===== src/rtl/ccff_chain_loader.sv =====
// Streams configuration words into NUM_CHAINS fabric config chains, generating prog_clk
// from clk, and returns the bits shifted out of ccff_tail as a readback word stream.
module ccff_chain_loader #(
    parameter int NUM_CHAINS = 1,
    parameter int CHAIN_LEN  = 64,
    parameter int DATA_W     = 8,
    parameter int PROG_DIV   = 2
) (
    input  logic                  clk,
    input  logic                  rst_n,
    input  logic                  start,
    input  logic [DATA_W-1:0]     in_data,
    input  logic                  in_valid,
    output logic                  in_ready,
    output logic                  prog_clk,
    output logic [NUM_CHAINS-1:0] ccff_head,
    input  logic [NUM_CHAINS-1:0] ccff_tail,
    output logic [DATA_W-1:0]     rb_data,
    output logic                  rb_valid,
    input  logic                  rb_ready,
    output logic                  busy,
    output logic                  done
);
    localparam int BPW    = DATA_W / NUM_CHAINS;
    localparam int STEP_W = (BPW > 1) ? $clog2(BPW) : 1;
    localparam int BIT_W  = $clog2(CHAIN_LEN + 1);
    localparam int DIV_W  = (PROG_DIV > 1) ? $clog2(PROG_DIV) : 1;

    typedef enum logic [2:0] {IDLE, FETCH, LOW, HIGH, DRAIN} state_t;

    state_t                  state, state_nxt;
    logic [DIV_W-1:0]        div_cnt;
    logic [STEP_W-1:0]       step;
    logic [BIT_W-1:0]        bit_cnt;
    logic [DATA_W-1:0]       word;
    logic [DATA_W-1:0]       rb_word;
    logic [NUM_CHAINS-1:0]   head_q;
    logic                    prog_q, busy_q, done_q;
    logic                    div_last, word_end, load_end;
    logic [BIT_W-1:0]        bit_inc;

    // Chain c takes bit s*NUM_CHAINS+c of the word at shift step s.
    function automatic logic [NUM_CHAINS-1:0] map_bits(input logic [DATA_W-1:0] w,
                                                       input logic [STEP_W-1:0] s);
        int si;
        si = int'(s);
        for (int c = 0; c < NUM_CHAINS; c++) map_bits[c] = w[si*NUM_CHAINS + c];
    endfunction

    assign div_last = (div_cnt == DIV_W'(PROG_DIV - 1));
    assign bit_inc  = bit_cnt + 1'b1;
    assign word_end = (bit_inc == BIT_W'(CHAIN_LEN)) || (step == STEP_W'(BPW - 1));
    assign load_end = (bit_cnt == BIT_W'(CHAIN_LEN));

    always_comb begin
        state_nxt = state;
        in_ready  = 1'b0;
        rb_valid  = 1'b0;
        case (state)
            IDLE:  if (start) state_nxt = FETCH;
            FETCH: begin
                in_ready = 1'b1;
                if (in_valid) state_nxt = LOW;
            end
            LOW:   if (div_last) state_nxt = HIGH;
            HIGH:  if (div_last) state_nxt = word_end ? DRAIN : LOW;
            DRAIN: begin
                rb_valid = 1'b1;
                if (rb_ready) state_nxt = load_end ? IDLE : FETCH;
            end
            default: state_nxt = IDLE;
        endcase
    end

    always_ff @(posedge clk or negedge rst_n) begin
        if (!rst_n) begin
            state   <= IDLE;
            div_cnt <= '0;
            step    <= '0;
            bit_cnt <= '0;
            word    <= '0;
            rb_word <= '0;
            head_q  <= '0;
            prog_q  <= 1'b0;
            busy_q  <= 1'b0;
            done_q  <= 1'b0;
        end else begin
            state  <= state_nxt;
            // Registered so prog_clk is a clean flop output toward the fabric.
            prog_q <= (state_nxt == HIGH);
            case (state)
                IDLE: if (start) begin
                    busy_q  <= 1'b1;
                    done_q  <= 1'b0;
                    bit_cnt <= '0;
                    step    <= '0;
                    div_cnt <= '0;
                end
                FETCH: if (in_valid) begin
                    word    <= in_data;
                    step    <= '0;
                    div_cnt <= '0;
                    rb_word <= '0;
                    head_q  <= map_bits(in_data, '0);
                end
                LOW: begin
                    if (div_last) begin
                        div_cnt <= '0;
                        // Tail still holds the pre-shift bit until prog_clk rises.
                        for (int c = 0; c < NUM_CHAINS; c++)
                            rb_word[int'(step)*NUM_CHAINS + c] <= ccff_tail[c];
                    end else begin
                        div_cnt <= div_cnt + 1'b1;
                    end
                end
                HIGH: begin
                    if (div_last) begin
                        div_cnt <= '0;
                        bit_cnt <= bit_inc;
                        if (!word_end) begin
                            step   <= step + 1'b1;
                            head_q <= map_bits(word, step + 1'b1);
                        end
                    end else begin
                        div_cnt <= div_cnt + 1'b1;
                    end
                end
                DRAIN: if (rb_ready && load_end) begin
                    busy_q <= 1'b0;
                    done_q <= 1'b1;
                end
                default: ;
            endcase
        end
    end

    assign prog_clk  = prog_q;
    assign ccff_head = head_q;
    assign rb_data   = rb_word;
    assign busy      = busy_q;
    assign done      = done_q;
endmodule


===== config.mk =====
export PLATFORM = sky130hd
export DESIGN_NAME = ccff_chain_loader
export DESIGN_NICKNAME = d
export VERILOG_FILES = /design/src/rtl/ccff_chain_loader.sv
export SDC_FILE = /design/constraint.sdc
export NUM_CORES = 1
export LEC_CHECK = 0
export BUFFER_PORTS_ARGS = -buffer_cell sky130_fd_sc_hd__buf_2
export CAP_MARGIN = 30
export CORE_MARGIN = 2
export CORE_UTILIZATION = 52
export DETAILED_ROUTE_END_ITERATION = 8
export GPL_TIMING_DRIVEN = 0
export PLACE_DENSITY = 0.74
export SYNTH_ARGS = -nofsm -noshare
export SYNTH_HDL_FRONTEND = slang
export SYNTH_SLANG_ARGS = --single-unit

===== constraint.sdc =====
create_clock -name clk -period 2 [get_ports clk]
set_input_delay 0.2 -clock clk [delete_from_list [all_inputs] [get_ports clk]]
set_output_delay 0.2 -clock clk [all_outputs]
set_load 0.1 [all_outputs]

== After elaboration in Yosys (flattened, before gate mapping) ==
Cells that the tools add are included.
W data, S select, Z words.

* Flip-flop bits (word level): 34
* Bits in read-only memories: 0
* Logic and storage cells: 87
* Memory bits (writable): 0
* Bits in latches: 0
* Memories kept: 0

* $lt $le $gt $ge: 3
* Multiplexer cells: 39
* Bitwise gates (word level): 0
* Divide/modulo/power cells: 0
* Eq/ne operators: 14
* Reduce and logical (&&, ||, !) cells: 18
* Shift operators: 0
* Multipliers: 0
* Add/subtract/negate cells: 3

{| class="wikitable"
|+ Operators by type and width
! kind !! count
|-
| $mux W3 || 10
|-
| $mux W8 || 2
|-
| $pmux W8 S2 || 1
|-
| $pmux W3 S5 || 1
|-
| $eq A7 B7 Y1 const B || 2
|-
| $mux W1 || 14
|-
| $mux W7 || 2
|-
| $pmux W7 S2 || 1
|-
| $ne A2 B2 Y1 const B || 6
|-
| $reduce_and A3 Y1 || 4
|-
| $eq A3 B2 Y1 const B || 3
|-
| $pmux W3 S3 || 1
|-
| $bwmux W8 || 1
|-
| $lt A3 B4 Y1 const B || 2
|-
| $reduce_bool A2 Y1 || 4
|-
| $add A7 B1 Y7 const B || 1
|-
| $eq A3 B3 Y1 const B || 2
|-
| $pmux W1 S2 || 3
|-
| $reduce_bool A3 Y1 || 2
|-
| $reduce_and A5 Y1 || 1
|-
| $reduce_and A4 Y1 || 1
|-
| $add A3 B1 Y3 const B || 1
|-
| $bmux W1 S3 || 1
|-
| $demux W1 S3 || 1
|-
| other kinds (9) || 10
|}

== Logic depth before layout (Yosys ltp) ==
Gate-level depths: netlist (run 1).

* Depth in word-level cells: 7
* Mapped depth: 8

== Worst setup path before layout (run 1) ==
OpenSTA, ideal clock, no wires.

* Path type: reg2reg
* From: register state[2]
* To: register prog_q (netlist: prog_clk)
* Data arrival time: 2,481 ps
* Stages on the path, launching flop included: 6
* Period minus slack after synthesis: 2,548 ps
* Library setup time: 67 ps
* Path slack: -548 ps
* Cells stage by stage: dfrtp_1 > buf_2 > nor3b_2 > and2_1 > clkbuf_1 > o311a_1

* Longest elaborated chain between the ends: 3
* Elaborated cells between the ends (all ways): 12
* Classes of those cells: eq/ne (5); mux (6); reduce/logical (1)

{| class="wikitable"
|+ RTL lines
! what !! RTL line !! text
|-
| from (decl) || 31 || <nowiki>state_t state, state_nxt;</nowiki>
|-
| from (signal assigned) || 88 || <nowiki>state <= state_nxt;</nowiki>
|-
| $eq A3 B3 Y1 (tied with other cells) || 59 || <nowiki>case (state)</nowiki>
|-
| $pmux W3 S5 * || 59 ||
|-
| $eq A3 B2 Y1 * || 90 || <nowiki>prog_q <= (state_nxt == HIGH);</nowiki>
|-
| to (signal assigned) || 90 ||
|-
| to (decl) || 38 || <nowiki>logic prog_q, busy_q, done_q;</nowiki>
|}

Every way passes the cells marked *; elsewhere a longest branch is shown, timed or not.
A chain may end at the register's enable or synchronous reset.

== Final worst setup path (run 1) ==
* From: register state[0]
* To: output rb_valid

* Longest elaborated chain between the ends: 2

{| class="wikitable"
|+ RTL lines
! what !! RTL line !! text
|-
| $eq A3 B3 Y1 || 59 ||
|-
| $mux W1 || 59 ||
|-
| to (decl) || 19 || <nowiki>output logic rb_valid,</nowiki>
|}

Every way passes these cells.

==> results of run 1 <==
-- where the power goes --
group | switching [mW] | total [mW] | leakage (nW) | internal (mW)
Sequential | 0.166 | 1.08 | 0.438 | 0.909
Combinational | 1.26 | 1.92 | 0.554 | 0.663
Clock | 0.248 | 0.417 | 0.0343 | 0.169
Total | 1.67 | 3.42 | 1.03 | 1.74
-- placed cells by master, fill, tap and decap left out, drive strengths merged, types with 2 or more instances in the layout --
master / instances
a21oi: 10
a22o: 2
a31oi: 3
and2: 3
and3: 2
buf: 35
clkbuf: 9
dfrtp: 34
ha: 4
inv: 10
mux2i: 2
mux4: 2
nand2: 40
nand2b: 4
nand3: 3
nand3b: 5
nand4: 2
nor2: 7
o21ai: 17
o22ai: 9
o31ai: 2
or2: 2
or3: 2
or3b: 3
-- worst max-delay path, cell delays in order (launching register included) --
cell	delay, ps
dfrtp_1	450
buf_6	170
nor2_4	110
and2_1	180
buf_2	440
-- area by class of cell --
cell class | instances | share of cell area
multi-input cells | 138 | 0.418
flip-flops and latches | 34 | 0.394
repair buffers | 30 | 0.0741
plain buffers | 9 | 0.0399
well taps | 46 | 0.0266
clock buffers | 6 | 0.0237
inverters | 10 | 0.0174
clock inverters | 2 | 0.00579
-- registers in the layout, summed over array words and instances, names as in the netlist --
signal	count
div_cnt	1
ccff_head	1
bit_cnt	7
done	1
rb_data	8
state	3
step	3
word	8
busy	1
prog_clk	1
-- cell families (layout without fill, tap and decap cells) --
logic type | count (synthesis) | count (layout) | share of synthesized area
mux | 5 | 5 | 0.0412
simple gates | 79 | 79 | 0.230
buf+inv | 19 | 57 | 0.0560
flops | 34 | 34 | 0.459
fa+ha+maj | 4 | 4 | 0.0270
compound gates | 50 | 50 | 0.186
-- metal layers --
metal,part of all wire,vias to the layer above,global-route usage
li1,-,745,-
met1,0.45,713,0.268
met2,0.48,37,0.333
met3,0.048,8,0.0643
met4,0.018,0,0.0761
met5,0,-,0
-- stage by stage --
step                hold slack [ps]   util  setup WS [ps]
floorplan                     -95.6      -          -52.5
global placement                302  0.611            120
detailed placement              315  0.611            103
CTS                            22.5  0.633           78.9
global route                   29.1  0.638          0.239
finish                         33.0  0.638           89.7
-- what timing repair did --
action | 4_1_cts | 5_1_grt
hold endpoints to repair | 34 | 0
endpoints found under the setup margin | 0 | 1
buffers inserted | 0 | 2
hold buffers | 1 | 0
resized for setup | 0 | 1
-- how the worst min path moves through the flow --
stage | startpoint | to | slack, ps | cells past startpoint
6_report | in_data[5] | word[5] | 30 | 3
5_1_grt | in_data[6] | word[6] | 30 | 3
4_1_cts | in_data[2] | word[2] | 20 | 3
3_5_place_dp | rst_n | done | 320 | 1
3_3_place_gp | rst_n | div_cnt | 300 | 1
2_1_floorplan | rst_n | bit_cnt[0] | -100 | 0
==> summary.txt, run 1 <==
Status
  • Outcome: completed

Layout
  • Layout Nets: 246
  • Synth-to-Final Area Change: 16.7%
  • Layout Cells excl Fill: 275
  • Multi-input logic area: 905 sq um
  • Post-route cell area: 0.00216 sq mm
  • FILL cells: 286
  • Inserted Diodes: 0
  • Storage cell area: 852 sq um
  • Fraction of layout cells with a size suffix above 1: 0.284

Die
  • Initial Util: 0.547
  • Die area: 0.00406 sq mm
  • Core area: 0.00339 sq mm
  • I/O Pins: 28
  • Die Y: 63.7 um
  • Die width: 63.7 um
  • FP Rows: 21

Global route
  • Pin count of the biggest net entering global routing: 35
  • First-pass GRT wire length: 6500 um
  • Total gr overflow: 0
  • Total track usage: 0.209
  • Vias in the first global route: 1,452
  • Antenna violations before repair: 0

Critical path
  • Type of origin of the critical path: register
  • CP Class: reg -> out
  • Critical path arrival: 1710 ps
  • CP endpoint kind: output pin
  • Worst Setup EP: rb_valid
  • CP startpoint: state[0]
  • R2r endpoint: step[0]
  • WP data required: 1800 ps
  • Crit Path Max Fanout: 10
  • R2R Setup Slk: 170 ps
  • R2R depth: 6
  • FF-to-FF Start: step[0]

Timing
  • Final hold viol count: 0
  • Fmax: 0.523 GHz
  • Setup TNS: 0 ps
  • Clock Skew: 9.96 ps
  • RSZ-0062 raised after global routing: false
  • Slew Limit Headroom: 0.489
  • Final min period: 1910 ps
  • Setup-failing EPs final: 0
  • Actual slew at the worst max-slew pin: 767 ps
  • Final Max Tran Viols: 0
  • Final period util: 0.955

Detailed routing
  • 1st-iter DRT viols: 99
  • Antenna viol nets, final: 0
  • DR WL/cell: 13.7 um
  • Drt pass-1 iters: 4
  • Via-to-Cell Ratio: 5.47
  • DRC violations left: 0
  • Routed WL: 3780 um
  • Vias: 1,503

Synth
  • Most frequent cells after synthesis: nand2_1 (39), dfrtp_1 (34), o21ai_1 (12), a21oi_1 (10), inv_1 (10)
  • Syn Inst Count: 191
  • Area of the mapped netlist: 0.00185 sq mm
  • Dominant cell type by area after synthesis: dfrtp_1
  • Sequential cell area fraction in the yosys report: 0.459
  • Async SR Flop Fraction: 1.00
  • Ys flop type: dfrtp_1
  • Most frequent cell after synthesis: nand2_1
  • Unique cell type count in the Yosys netlist: 46
  • Post-synth EDFFs: 0
  • Seq cells post-synth: 34
  • Top post-synthesis cells by area: dfrtp_1 (46%), nand2_1 (7.9%), o22ai_2 (4.7%)
  • Yosys warns: 0
  • Syn Nets: 209
  • Mean area per synthesized cell: 9.70 sq um
  • Synth top area share: 0.459

Clocking
  • Clk Latency, worst-skew pair: 350 ps
  • CTS buffer count: 5
  • CTS Root Cell: clkbuf_4
  • Clk buf depth: 2
  • CTS clk-pin slew, worst paths: 110 ps
  • CTS Sinks: 34
  • Max H-tree Level: 2
  • CTS tree: built

Placement
  • # placed instances: 264
  • Routability cong.: 0.797
  • DP Wirelength: 2710 um
  • # port buffers: 27
  • Placed cell areas: 0.00207 sq mm

Power
  • Maximum VDD drop: 0.554 mV
  • PwrDens: 1580 mW/mm^2
  • Tot Pwr: 3.42 mW
  • Leak: 1.03 nW

Job
  • Max-Cap Viols: 0

Hold path
  • Worst hold path type: in -> reg
No activity file was read; power rests on OpenSTA's default activity.
==> run 2, diff against run 1 <==
Settings changed: CORE_MARGIN 2 to 4.
==> run 2 against run 1 <==
  * Sequential power hardly changed
  * Final area is 0.35% higher
  * Hold slack better by 6.1 ps
  * Largest power group unchanged
  * Non-clock buffer count is 1 higher
  * Core utilization is 0.22 points higher
  * Global-route usage is 0.26 points lower
  * Wire length is 7.8% higher
  * First-iteration DRC count is 23% lower
==> summary.txt, run 2 (synthesized netlist as in run 1, its figures left out) <==
Power
  • Maximum VDD drop: 0.658 mV (was 0.554 mV)
  • Sequential share of power: 0.314 (was 0.315)
  • Switching share of power: 0.491 (was 0.490)
  • Clock group share of total power: 0.121 (was 0.122)
  • Psw: 1.69 mW (was 1.67 mW)
  • Internal Power: 1.75 mW (was 1.74 mW)
  • PwrDens: 1590 mW/mm^2 (was 1580 mW/mm^2)
  • Combinational power share: 0.565 (was 0.563)
  • Leak: 1.03 nW (about the same)

Critical path
  • CP endpoint kind: output pin (unchanged)
  • FF-to-FF Start: step[1] (was step[0])
  • Crit Path Max Fanout: 10 (unchanged)
  • CP startpoint: state[0] (unchanged)
  • WP data required: 1800 ps (about the same)
  • Critical path arrival: 1740 ps (was 1710 ps)
  • Type of origin of the critical path: register (unchanged)
  • CP Class: reg -> out (unchanged)

Die
  • I/O Pins: 28 (unchanged)
  • Die width: 67.7 um (was 63.7 um)
  • Die area: 0.00458 sq mm (was 0.00406 sq mm)
  • Core area: 0.00339 sq mm (unchanged)
  • Initial Util: 0.547 (unchanged)
  • Die Y: 67.7 um (was 63.7 um)
  • FP Rows: 21 (unchanged)

Timing
  • RSZ-0062 raised after global routing: false (unchanged)
  • Clock Skew: 9.93 ps (was 9.96 ps)
  • Final hold viol count: 0 (unchanged)
  • Actual slew at the worst max-slew pin: 763 ps (was 767 ps)
  • Fmax: 0.517 GHz (was 0.523 GHz)
  • Slew Limit Headroom: 0.492 (was 0.489)
  • Final WS setup: 64.6 ps (was 89.7 ps)
  • Final min period: 1940 ps (was 1910 ps)
  • Final period util: 0.968 (was 0.955)
  • Setup-failing EPs final: 0 (unchanged)
  • Final Max Tran Viols: 0 (unchanged)

Clocking
  • Clk buf depth: 2 (unchanged)
  • CTS clk-pin slew, worst paths: 110 ps (about the same)
  • CTS tree: built (unchanged)
  • CTS Root Cell: clkbuf_4 (unchanged)
  • CTS buffer count: 5 (unchanged)
  • CTS Sinks: 34 (unchanged)
  • Clk Latency, worst-skew pair: 350 ps (about the same)
  • Max H-tree Level: 2 (unchanged)

Detailed routing
  • 1st-iter DRT viols: 76 (was 99)
  • Routed WL: 4080 um (was 3780 um)
  • Via-to-Cell Ratio: 5.55 (was 5.47)
  • DR WL/cell: 14.8 um (was 13.7 um)
  • DRC violations left: 0 (unchanged)
  • Vias: 1,531 (was 1,503)
  • Antenna viol nets, final: 0 (unchanged)
  • Drt pass-1 iters: 4 (unchanged)

Global route
  • Pin count of the biggest net entering global routing: 35 (unchanged)
  • Total gr overflow: 0 (unchanged)
  • First-pass GRT wire length: 7000 um (was 6500 um)
  • Total track usage: 0.206 (was 0.209)
  • Antenna violations before repair: 0 (unchanged)
  • Vias in the first global route: 1,592 (was 1,452)

Hold path
  • Worst hold path type: in -> reg (unchanged)
  • Worst Hold Launch: in_data[5] (unchanged)

Layout
  • Layout Cells excl Fill: 276 (was 275)
  • Layout Nets: 247 (was 246)
  • Fraction of layout cells with a size suffix above 1: 0.287 (was 0.284)
  • Final core occ: 0.640 (was 0.638)
  • Synth-to-Final Area Change: 17.1% (was 16.7%)
  • Inserted Diodes: 0 (unchanged)
  • Most frequent cells in the layout: nand2_1 (39), dfrtp_1 (33), buf_2 (28) (unchanged)
  • Most common cell after layout, fill and taps aside: nand2_1 (unchanged)

Placement
  • Routability cong.: 0.842 (was 0.797)
  • # port buffers: 27 (unchanged)
  • Pre-CTS setup slack: 67.1 ps (was 103 ps)
  • # placed instances: 264 (unchanged)
  • DP Wirelength: 2850 um (was 2710 um)

Status
  • Outcome: completed (unchanged)

Job
  • Max-Cap Viols: 0 (unchanged)
[run 2: changes by cell type in the layout (fill, tap and decap cells not counted), sizes merged]
cell | before | now
buf | 35 | 36
[run 2: what timing repair did]
item / 4_1_cts / 5_1_grt
setup endpoints to repair: 0 / 1
gates resized for setup: 0 / 2
endpoints found under the hold margin: 34 / 0
hold buffers: 1 / 0
buffers inserted: 0 / 3
[run 2: stage by stage]
stage / hold WS, ps / power, mW / setup TNS (ps) / cell area (sq um)
6_report: 39.2 / 3.45 / 0 / 2170
5_1_grt: 35.1 / 3.70 / 0 / 2170
4_1_cts: 33.0 / 3.42 / 0 / 2150
3_5_place_dp: 308 / 2.99 / 0 / 2070
3_3_place_gp: 301 / 2.93 / 0 / 2070
2_1_floorplan: -95.6 / 2.64 / -108 / 1880
[run 2: area by class of cell]
type / count / area (sq um)
repair buffers: 31 / 168
plain buffers: 9 / 86.3
inverters: 10 / 37.5
flip-flops and latches: 34 / 852
multi-input cells: 138 / 905
clock inverters: 2 / 12.5
well taps: 46 / 57.6
fillers: 285 / 1220
clock buffers: 6 / 51.3
[run 2: worst max-delay path, cell delays in order (launching register included)]
cell	delay, ps
dfrtp_1	460
buf_6	170
nor2_4	110
and2_1	190
buf_2	450
[run 2: power by group through the flow]
| stage | clock network (mW) | logic [mW] | registers, mW |
|---|---|---|---|
| detailed placement | 0 | 1.89 | 1.10 |
| global route | 0.453 | 2.14 | 1.11 |
| finish | 0.417 | 1.95 | 1.08 |
| global placement | 0 | 1.84 | 1.08 |
| floorplan | 0 | 1.11 | 1.53 |
| CTS | 0.428 | 1.90 | 1.09 |
[run 2: per-layer routing]
metal  track usage  routed length, um  share of wire
met5             0                  0              0
met4        0.0734                 50          0.012
met3        0.0616                198          0.049
met2         0.356               2070           0.51
met1         0.241               1750           0.43
[run 2: final timing paths]
kind	end	slack (ps)	cells after the start
min in group asynchronous	busy	440	2
setup / recovery	rb_valid	60	4
hold reg to reg	word[3]	490	2
setup reg to reg	step[0]	120	6
max in group asynchronous	step[1]	1030	2
hold / removal	word[5]	40	3
